[config.mk]
export PLATFORM = sky130hd
export DESIGN_NAME = multicycle_divider
export DESIGN_NICKNAME = d
export VERILOG_FILES = /design/src/rtl/multicycle_divider.sv
export SDC_FILE = /design/constraint.sdc
export NUM_CORES = 1
export LEC_CHECK = 0
export CAP_MARGIN = 20
export CORE_UTILIZATION = 35
export DETAILED_ROUTE_END_ITERATION = 16
export GPL_TIMING_DRIVEN = 0
export HOLD_SLACK_MARGIN = 0.1
export PLACE_DENSITY = 0.58
export SLEW_MARGIN = 10
export SYNTH_ARGS = -nofsm -noshare
export SYNTH_HDL_FRONTEND = slang
export SYNTH_SLANG_ARGS = --single-unit
[constraint.sdc]
create_clock -name clk -period 3.3 [get_ports clk]
set_clock_uncertainty 0.1 [all_clocks]
set_input_delay 0.66 -clock clk [delete_from_list [all_inputs] [get_ports clk]]
set_output_delay 0.66 -clock clk [all_outputs]
set_load 0.01 [all_outputs]
[src/rtl/multicycle_divider.sv]
// Iterative restoring divider, signed or unsigned, resolving BITS_PER_CYCLE quotient bits per cycle.
// Divide-by-zero and signed overflow finish one cycle after start with fixed results.
module multicycle_divider #(
  parameter int unsigned DIV_WIDTH      = 8,
  parameter int unsigned BITS_PER_CYCLE = 1
) (
  input  logic                 clk,
  input  logic                 rst,
  input  logic                 start,
  input  logic                 sign,
  input  logic [DIV_WIDTH-1:0] in1,
  input  logic [DIV_WIDTH-1:0] in2,
  output logic [DIV_WIDTH-1:0] q,
  output logic [DIV_WIDTH-1:0] r,
  output logic                 ready,
  output logic                 busy,
  output logic                 dbz,
  output logic                 ovf
);

  localparam int unsigned W  = DIV_WIDTH;
  localparam int unsigned N  = DIV_WIDTH / BITS_PER_CYCLE;
  localparam int unsigned CW = $clog2(N + 1);

  localparam logic [1:0] IDLE = 2'd0;
  localparam logic [1:0] CALC = 2'd1;
  localparam logic [1:0] FIX  = 2'd2;
  localparam logic [1:0] DONE = 2'd3;

  localparam logic [W-1:0] MOST_NEG = {1'b1, {(W-1){1'b0}}};

  logic [1:0]    state, state_nx;
  logic [W-1:0]  dvd;   // dividend shifting out, quotient shifting in
  logic [W-1:0]  dvs;   // divisor magnitude
  logic [W-1:0]  rem;   // partial remainder, always below dvs
  logic [W-1:0]  dvd_step, rem_step;
  logic [CW-1:0] cnt;
  logic          neg_q, neg_r, dbz_p, ovf_p;
  logic          zero_c, ovf_c;
  logic [W-1:0]  in1_abs_c, in2_abs_c;

  assign zero_c    = (in2 == '0);
  assign ovf_c     = sign && (in1 == MOST_NEG) && (in2 == '1);
  assign in1_abs_c = (sign && in1[W-1]) ? (~in1 + W'(1)) : in1;
  assign in2_abs_c = (sign && in2[W-1]) ? (~in2 + W'(1)) : in2;

  // State register
  always_ff @(posedge clk or posedge rst) begin
    if (rst) state <= IDLE;
    else     state <= state_nx;
  end

  // Next-state logic; special cases skip straight to FIX
  always_comb begin
    state_nx = state;
    case (state)
      IDLE, DONE: if (start) state_nx = (zero_c || ovf_c) ? FIX : CALC;
      CALC:       if (cnt == CW'(N - 1)) state_nx = FIX;
      FIX:        state_nx = DONE;
      default:    state_nx = IDLE;
    endcase
  end

  // BITS_PER_CYCLE restoring steps chained combinationally
  always_comb begin : step
    logic [W:0] trial;
    logic [W:0] diff;
    trial    = '0;
    diff     = '0;
    dvd_step = dvd;
    rem_step = rem;
    for (int i = 0; i < int'(BITS_PER_CYCLE); i++) begin
      trial    = {rem_step, dvd_step[W-1]};
      diff     = trial - {1'b0, dvs};
      dvd_step = {dvd_step[W-2:0], ~diff[W]};
      rem_step = diff[W] ? trial[W-1:0] : diff[W-1:0];
    end
  end

  // Datapath and registered outputs
  always_ff @(posedge clk or posedge rst) begin
    if (rst) begin
      dvd   <= '0;
      dvs   <= '0;
      rem   <= '0;
      cnt   <= '0;
      neg_q <= 1'b0;
      neg_r <= 1'b0;
      dbz_p <= 1'b0;
      ovf_p <= 1'b0;
      q     <= '0;
      r     <= '0;
      ready <= 1'b0;
      busy  <= 1'b0;
      dbz   <= 1'b0;
      ovf   <= 1'b0;
    end else begin
      case (state)
        IDLE, DONE: begin
          if (start) begin
            neg_q <= sign && (in1[W-1] ^ in2[W-1]);
            neg_r <= sign && in1[W-1];
            dbz_p <= zero_c;
            ovf_p <= ovf_c;
            dvd   <= (zero_c || ovf_c) ? in1 : in1_abs_c;
            dvs   <= in2_abs_c;
            rem   <= '0;
            cnt   <= '0;
            ready <= 1'b0;
            dbz   <= 1'b0;
            ovf   <= 1'b0;
            busy  <= 1'b1;
          end
        end
        CALC: begin
          dvd <= dvd_step;
          rem <= rem_step;
          cnt <= cnt + CW'(1);
        end
        FIX: begin
          if (dbz_p) begin
            q   <= '1;
            r   <= dvd;
            dbz <= 1'b1;
          end else if (ovf_p) begin
            q   <= dvd;
            r   <= '0;
            ovf <= 1'b1;
          end else begin
            q <= neg_q ? (~dvd + W'(1)) : dvd;
            r <= neg_r ? (~rem + W'(1)) : rem;
          end
          ready <= 1'b1;
          busy  <= 1'b0;
        end
        default: ;
      endcase
    end
  end

endmodule

; ---- Yosys cells after proc, flatten, opt, wreduce, memory -nomap -nowiden
; Cells that the tools add are included.
[word_totals]
inputBits = 20
word_cells = 84
out_inout_bits = 20
register_bits = 54
[classes]
bitwise = 6
eq_ne = 11
add_sub_neg = 6
n_reduce_logical = 17
muxes = 29
[op_table]
columns = operator, n
row1 = $mux W8, 12
row2 = $add A8 B1 Y8 const B, 4
row3 = $not A8 Y8, 4
row4 = $pmux W8 S2, 2
row5 = $eq A8 B8 Y1 const B, 2
row6 = $ne A2 B2 Y1 const B, 5
row7 = $sub A9 B8 Y9, 1
row8 = $logic_not A8 Y1, 1
row9 = $pmux W1 S2, 4
row10 = $pmux W4 S2, 1
row11 = $reduce_and A2 Y1, 4
row12 = $mux W2, 3
row13 = $pmux W2 S3, 1
row14 = $logic_and A1 B1 Y1, 5
row15 = $mux W1, 5
row16 = $add A4 B1 Y4 const B, 1
row17 = $eq A2 B2 Y1 const B, 2
row18 = $eq A4 B3 Y1 const B, 1
row19 = $mux W4, 1
row20 = $reduce_and A4 Y1, 1
row21 = $reduce_bool A2 Y1, 2
row22 = $reduce_and A3 Y1, 1
row23 = $eq A2 B1 Y1 const B, 1
row24 = $logic_not A2 Y1, 1
row25 = 4 further kinds, 4

; ---- Logic depth before layout (Yosys ltp)
; Gate-level depths: netlist of run 1.
[depth]
word_depth = 7
depth_mapped = 10
mapped_depth_nobuf = 9

; ---- Worst setup path after synthesis of run 1
; Ideal clock, no wire load.
[synth_timing]
kind = register -> register
from = reg dvd[7]
to = reg rem[1]
setup_slack_ns = 0.859
path_stages_with_launch = 11
setup_time_ns = 0.116
t_required_ns = 3.084
synth_period_minus_slack_ns = 2.441
n_path_buf = 1
t_arrival_ns = 2.226
path_cell_list = dfrtp_1 > inv_1 > ha_1 > fa_1 > nand2b_1 > a211oi_2 > mux2i_1 > o2111a_2 > buf_2 > nand3_1 > o311ai_0
[synth_between]
elab_chain_len = 3
[synth_lines]
columns = item, line_no
row1 = from (decl), 33  ; logic [W-1:0] dvd;
row2 = from (signal assigned), 105  ; dvd <= (zero_c || ovf_c) ? in1 : in1_abs_c;
row3 = from (signal assigned), 116  ; dvd <= dvd_step;
row4 = $sub A9 B8 Y9, 74  ; diff = trial - {1'b0, dvs};
row5 = $mux W8, 76  ; rem_step = diff[W] ? trial[W-1:0] : diff[W-1:0];
row6 = $pmux W8 S2, 98  ; case (state)
row7 = to (signal assigned), 117  ; rem <= rem_step;
row8 = to (decl), 35  ; logic [W-1:0] rem;
; No other way between the ends.
; A chain may end at the register's enable or synchronous reset.

; ---- Final worst setup path of run 1
[layout_timing]
from = reg dvd[7]
to = reg rem[7]
; Same word-level chain as after synthesis.

==> qor.csv, run 1 <==
metric,value,unit
post_synth_instance_area,3310,um2
synth_largest_area_cell,sky130_fd_sc_hd__dfrtp_1,
synth.net_count,409,
detailed_place.area,3860,um2
clock_tree.htree_level_count,2,
ys_seq_elements,54,
clkTransAtPathRegs,0.10,ns
worst_slew_margin_rel,55.3,%
per_cell_via_count_in_the_routed_design,5.31,
startpoint_type_of_the_worst_setup_path,flip-flop,
initial_utilization,36.0,%
drc,0,
layout_overhead_on_the_synthesized_area,20.9,%
multi_input_area,1820,um2
port_buffers,39,
postRouteAntennaNets,0,
register_area,1350,um2
drt_iter0_drc,112,
detailroute.via_count,2819,
top_level_ports,40,
wl_per_cell,14.8,um
yosys-top-cells-count,"sky130_fd_sc_hd__dfrtp_1 (54), sky130_fd_sc_hd__nor2_1 (42), sky130_fd_sc_hd__nand2_1 (35)",
first_global_vias,2780,
groute.usage.overall,17.2,%
routed_wl,7.84,mm
grt_start_max_net_pins,34,
cp_data_required_time,3.40,ns
final_cycle_share,85.3,%
cts-root-buf,sky130_fd_sc_hd__clkbuf_8,
finalHoldViolCount,0,
synth_enable_flop_cells,0,
netlist_top_cells_area,"sky130_fd_sc_hd__dfrtp_1 (41%), sky130_fd_sc_hd__ha_1 (6.0%), sky130_fd_sc_hd__nor2_1 (4.8%), sky130_fd_sc_hd__xnor2_1 (4.5%), sky130_fd_sc_hd__nand2_1 (4.0%)",
post-route-min-period,2.81,ns
path_buf_inv,2,
cts_resized,0,
power.static_leakage,1.70,nW
final_net_count,456,
cts.sink_count,54,
rsz0062_at_grt,false,
post-synth-top-count-cell,sky130_fd_sc_hd__dfrtp_1,
power_density,929,nW/um2
timing.critical_path.cells,"inv_1, ha_1, fa_1, nand2b_1, a211oi_2, mux2i_1, o2111a_2, buf_2, a32oi_1, o31ai_1",
floorplan.die_area,9860,um2
grt_pass1_wl,13.6,mm
floorplan.rows,35,
core_area,9200,um2
gp_routability_congestion,0.792,
rrSetupSlack,0.49,ns
postSynth.asyncResetShare,100,%
layout.cell_area.non_filler,4010,um2
detailedRoute.firstPassIterationCount,5,
worstHoldPathType,flip-flop to flip-flop,
post_synth_num_cell_types,53,
numPlacedInstances,523,
synthesis.instances,372,
clk_path_buf_depth,2,
max_cap_violations,0,
cts_bufs_inserted,5,
timing_worst_slew_pin_value,0.665,ns
num-fill-cells,922,
seq_area_frac_synth,40.8,%
final_layout_size_suffix_gt1_share,5.24,%
overflow,0,
worst_skew_pair.late_latency,0.31,ns
drv_slew,0,
crit_path_end_kind,flip-flop,
clock_tree_from_tritoncts,yes,
yosys_warnings,0,
status,finished clean,
fmaxAchievable,355,MHz
cp_top_family,compound AO/OA/AOI/OAI gates,
timing.critical_path.slowest_stage_cell,sky130_fd_sc_hd__dfrtp_1,
finalSetupViolations,0,
antenna_cells_inserted,0,
timing.critical_path.slowest_cell_delay,0.47,ns
chipWidth,99.3,um
synthFlopType,sky130_fd_sc_hd__dfrtp_1,
vdd.ir_drop.worst,334,uV
post_cts_setup_buffer_count,0,
layout.cells.non_filler,531,
chipHeight,99.3,um
netlist.area_leader.share,40.8,%
dp.final_hpwl,6.16,mm
timing.setup.critical_path_class,flip-flop to flip-flop,
crit_arrival,2.92,ns
cts_hold_buffers,0,
synth.avg_cell_area,8.91,um2
critical_path_peak_fanout,10,
grt_antenna_before_repair,0,
totalNegativeSetupSlack,0,ns
[per-stage QoR]
step,util (%),power (mW),worst slack [ns],hold slack (ns)
3_3_place_gp,41.8,3.14,0.162,0.367
5_1_grt,43.6,4.08,0.228,0.421
6_report,43.6,3.72,0.486,0.387
2_1_floorplan,-,2.52,0.859,0.350
3_5_place_dp,42.0,3.21,0.218,0.376
4_1_cts,43.6,3.75,0.491,0.397
[flip-flops by register name, indices dropped and copies added, names as in the netlist]
name and cells:
dvs 8, ovf_p 1, dvd 8, neg_q 1, ovf 1, r 8
state 2, q 8, dbz 1, neg_r 1, cnt 4, rem 8
busy 1, dbz_p 1, ready 1
[path summary, 6_finish.rpt]
kind / start / to / cells after the start
worst min register to register: dvs[5] / dvs[5] / 2
worst max register to register: dvd[7] / rem[7] / 10
min in group asynchronous: rst / cnt[2] / 2
worst min-delay path: dvs[5] / dvs[5] / 2
max in group asynchronous: rst / rem[0] / 3
worst max-delay path: dvd[7] / rem[7] / 10
[worst min-delay path, cell delays in order, from the launching register on]
cell and delay (ns):
sky130_fd_sc_hd__dfrtp_1 0.35, sky130_fd_sc_hd__nand2_1 0.05, sky130_fd_sc_hd__o21ai_0 0.06
[kinds of logic (layout without fill, tap and decap cells)]
family | count (synthesis) | count (layout) | share of synthesized area, %
simple gates | 121 | 121 | 17.0
compound gates | 105 | 105 | 21.0
flops | 54 | 54 | 40.8
buf+inv | 38 | 86 | 4.34
xor+xnor | 27 | 27 | 7.13
fa+ha+maj | 17 | 17 | 6.64
mux | 10 | 10 | 3.10
[where the power goes]
| part | switching, mW | internal (mW) |
|---|---|---|
| sequential | 0.264 | 0.939 |
| combinational | 1.11 | 0.868 |
| clock | 0.214 | 0.324 |
| total | 1.59 | 2.13 |
[metal layers]
layer  track usage [%]  wire, um
met1              23.9      3850
met2              28.7      3610
met3              2.46       290
met4              3.51        85
met5                 0         0
[layout make-up]
cell class,instances,share of cell area (%)
Clock inverter,2,1.50
Multi-Input combinational cell,280,45.4
Sequential cell,54,33.7
Clock buffer,6,2.06
Tap cell,111,3.47
Buffer,15,1.44
Inverter,23,2.15
Timing Repair Buffer,40,10.2
[cell usage in the layout (no fill, tap or decap), drive strengths merged, types with 3 or more instances in the layout]
cell type	count
inv	22
nand3	7
a22oi	11
clkbuf	15
o311ai	3
xor2	10
nand2b	8
or3	5
buf	7
ha	16
xnor2	17
nor3	8
nor2	42
clkdlybuf4s50	39
a31oi	14
mux2i	8
o31ai	7
nand2	35
and2	4
a21oi	24
dfrtp	54
or4	3
o21ai	30
Power figures use the tool's default switching activity.
==> run 2, diff against run 1 <==
--- a/config.mk
+++ b/config.mk
@@ -6,11 +6,11 @@
 export NUM_CORES = 1
 export LEC_CHECK = 0
 export CAP_MARGIN = 20
-export CORE_UTILIZATION = 35
+export CORE_UTILIZATION = 56
 export DETAILED_ROUTE_END_ITERATION = 16
 export GPL_TIMING_DRIVEN = 0
 export HOLD_SLACK_MARGIN = 0.1
-export PLACE_DENSITY = 0.58
+export PLACE_DENSITY = 0.84
 export SLEW_MARGIN = 10
 export SYNTH_ARGS = -nofsm -noshare
 export SYNTH_HDL_FRONTEND = slang
==> run 2 against run 1 <==
  * Worst hold slack better by 0.0033 ns
  * Core utilization grew 26 points
  * Global-route usage rose by 8.0 points
  * Cell area decreased by 2.1%
  * Critical path depth unchanged
  * Sequential share of layout area increased by 0.73 points
  * Wire length fell by 8.9%
  * Cell count decreased by 7.3%
  * Worst setup slack worse by 0.041 ns
  * Via count up 1.8%
  * Maximum frequency decreased by 1.4%
  * Sequential power is essentially flat
  * Critical path type unchanged
==> qor.csv, run 2 (same netlist as run 1, synthesis figures left out) <==
metric,value,unit,change
status,finished clean,,unchanged
antenna_cells_inserted,0,,unchanged
detailroute.via_count,2871,,"was 2,819"
critical_path_peak_fanout,10,,unchanged
power.static_leakage,1.68,nW,was 1.70 nW
worst_hold_slack_after_final_layout,0.391,ns,was 0.387 ns
hold-path-cell-count,2,,unchanged
layout.cell_area.non_filler,3920,um2,was 4010 um2
crit_arrival,2.94,ns,was 2.92 ns
final_net_count,456,,unchanged
drt_iter0_drc,185,,was 112
finalSetupViolations,0,,unchanged
worst_slew_margin_rel,52.5,%,was 55.3%
path_buf_inv,2,,unchanged
worstHoldPathType,flip-flop to flip-flop,,unchanged
drc,0,,unchanged
clock_tree.htree_level_count,2,,unchanged
timing.critical_path.slowest_cell_delay,0.47,ns,about the same
floorplan.rows,27,,was 35
overflow,0,,unchanged
grt_antenna_before_repair,0,,unchanged
register_area,1350,um2,unchanged
postRouteAntennaNets,0,,unchanged
per_cell_via_count_in_the_routed_design,5.84,,was 5.31
reg2reg_depth,10,,unchanged
totalNegativeSetupSlack,0,ns,unchanged
rr_startpoint,dvd[7],,unchanged
detailed_place.area,3810,um2,was 3860 um2
timing.critical_path.cells,"inv_1, ha_1, fa_1, nand2b_1, a211oi_2, mux2i_1, o2111a_2, buf_2, nand3_1, o311ai_0",,"was inv_1, ha_1, fa_1, nand2b_1, a211oi_2, mux2i_1, o2111a_2, buf_2, a32oi_1, o31ai_1"
vdd.ir_drop.worst,540,uV,was 334 uV
layout_overhead_on_the_synthesized_area,18.3,%,was 20.9%
rrSetupSlack,0.45,ns,was 0.49 ns
chipWidth,78.9,um,was 99.3 um
power_density,920,nW/um2,was 929 nW/um2
timing_worst_slew_pin_value,0.706,ns,was 0.665 ns
dp_worst_setup_slack,0.325,ns,was 0.218 ns
gp_routability_congestion,0.815,,was 0.792
crit-reg2reg-capture,rem[1],,was rem[7]
finalHoldViolCount,0,,unchanged
timing.hold.worst.start,dvs[6],,was dvs[5]
wl_per_cell,14.5,um,was 14.8 um
cts_bufs_inserted,5,,unchanged
rsz0062_at_grt,false,,unchanged
cp_top_family,compound AO/OA/AOI/OAI gates,,unchanged
max_cap_violations,0,,unchanged
top_level_ports,40,,unchanged
layout_commonest_cell,sky130_fd_sc_hd__dfrtp_1,,unchanged
timing.critical_path.slowest_stage_cell,sky130_fd_sc_hd__dfrtp_1,,unchanged
worst_skew_pair.late_latency,0.31,ns,about the same
core_area,5610,um2,was 9200 um2
fmaxAchievable,350,MHz,was 355 MHz
grt_pass1_wl,12.3,mm,was 13.6 mm
cts_hold_buffers,0,,unchanged
post-route-worst-setup-slack,0.445,ns,was 0.486 ns
hold_end,dvs[6],,was dvs[5]
final_layout_size_suffix_gt1_share,4.76,%,was 5.24%
post_cts_setup_buffer_count,0,,unchanged
cp_data_required_time,3.38,ns,was 3.40 ns
num-fill-cells,450,,was 922
dp.final_hpwl,5.46,mm,was 6.16 mm
cts_resized,0,,unchanged
startpoint_type_of_the_worst_setup_path,flip-flop,,unchanged
groute.usage.overall,25.2,%,was 17.2%
top_library_cells_by_usage_in_the_layout_fill_and_taps_aside,"sky130_fd_sc_hd__dfrtp_1 (54), sky130_fd_sc_hd__nor2_1 (42), sky130_fd_sc_hd__clkdlybuf4s50_1 (39)",,unchanged
numPlacedInstances,484,,was 523
clkTransAtPathRegs,0.09,ns,was 0.10 ns
cts-root-buf,sky130_fd_sc_hd__clkbuf_8,,unchanged
timing.setup.critical_path_class,flip-flop to flip-flop,,unchanged
routed_wl,7.14,mm,was 7.84 mm
final_cycle_share,86.5,%,was 85.3%
initial_utilization,59.1,%,was 36.0%
post-route-min-period,2.85,ns,was 2.81 ns
post-route-util,69.9,%,was 43.6%
layout.cells.non_filler,492,,was 531
chipHeight,78.9,um,was 99.3 um
clk_path_buf_depth,2,,unchanged
cts.sink_count,54,,unchanged
detailedRoute.firstPassIterationCount,5,,unchanged
design_power_total,3.61,mW,was 3.72 mW
crit_path_end_kind,flip-flop,,unchanged
multi_input_area,1820,um2,unchanged
clock_tree_from_tritoncts,yes,,unchanged
grt_start_max_net_pins,38,,was 34
floorplan.die_area,6230,um2,was 9860 um2
drv_slew,0,,unchanged
port_buffers,39,,unchanged
first_global_vias,2710,,"was 2,780"
==> run 2: cell types whose count changed in the layout (fill, tap and decap cells not counted), sizes merged <==
cell    before  now
bufinv       2    1
clkbuf      15   16
==> run 2: worst max-delay path by stage <==
| stage | endpoint | slack (ns) | from | cells past startpoint |
|---|---|---|---|---|
| 2_1_floorplan | rem[1] | 0.86 | dvd[7] | 10 |
| 3_3_place_gp | cnt[0] | 0.31 | rst | 2 |
| 3_5_place_dp | dvd[7] | 0.32 | in2[0] | 7 |
| 4_1_cts | rem[1] | 0.48 | dvd[7] | 10 |
| 5_1_grt | rem[1] | 0.30 | dvd[7] | 10 |
| 6_report | rem[1] | 0.45 | dvd[7] | 10 |
==> run 2: final cells by class <==
type | count | area share, %
Multi-Input combinational cell | 280 | 46.4
Sequential cell | 54 | 34.5
Timing Repair Buffer | 40 | 10.5
Tap cell | 72 | 2.30
Inverter | 23 | 2.20
Clock buffer | 7 | 1.95
Buffer | 15 | 1.47
Clock inverter | 1 | 0.766
==> run 2: routing by layer <==
metal  wire [um]  global-route usage [%]  up-vias
li1            -                       -     1426
met1        3190                    33.7     1333
met2        3470                    41.8       99
met3         370                    3.91       13
met4         112                    8.73        0
met5           0                       0        -
==> run 2: power by group <==
group	internal [mW]	leakage (nW)	switching (mW)
Combinational	0.873	0.956	1.11
Sequential	0.940	0.670	0.248
Clock	0.227	0.0524	0.206
==> run 2: worst register-to-register path, delay by kind of cell, from the launching register on <==
family          cells  cell delay [ns]
buf+inv             2             0.31
flops               1             0.47
compound gates      3             0.68
mux                 1             0.22
fa+ha+maj           2             0.63
simple gates        2             0.32
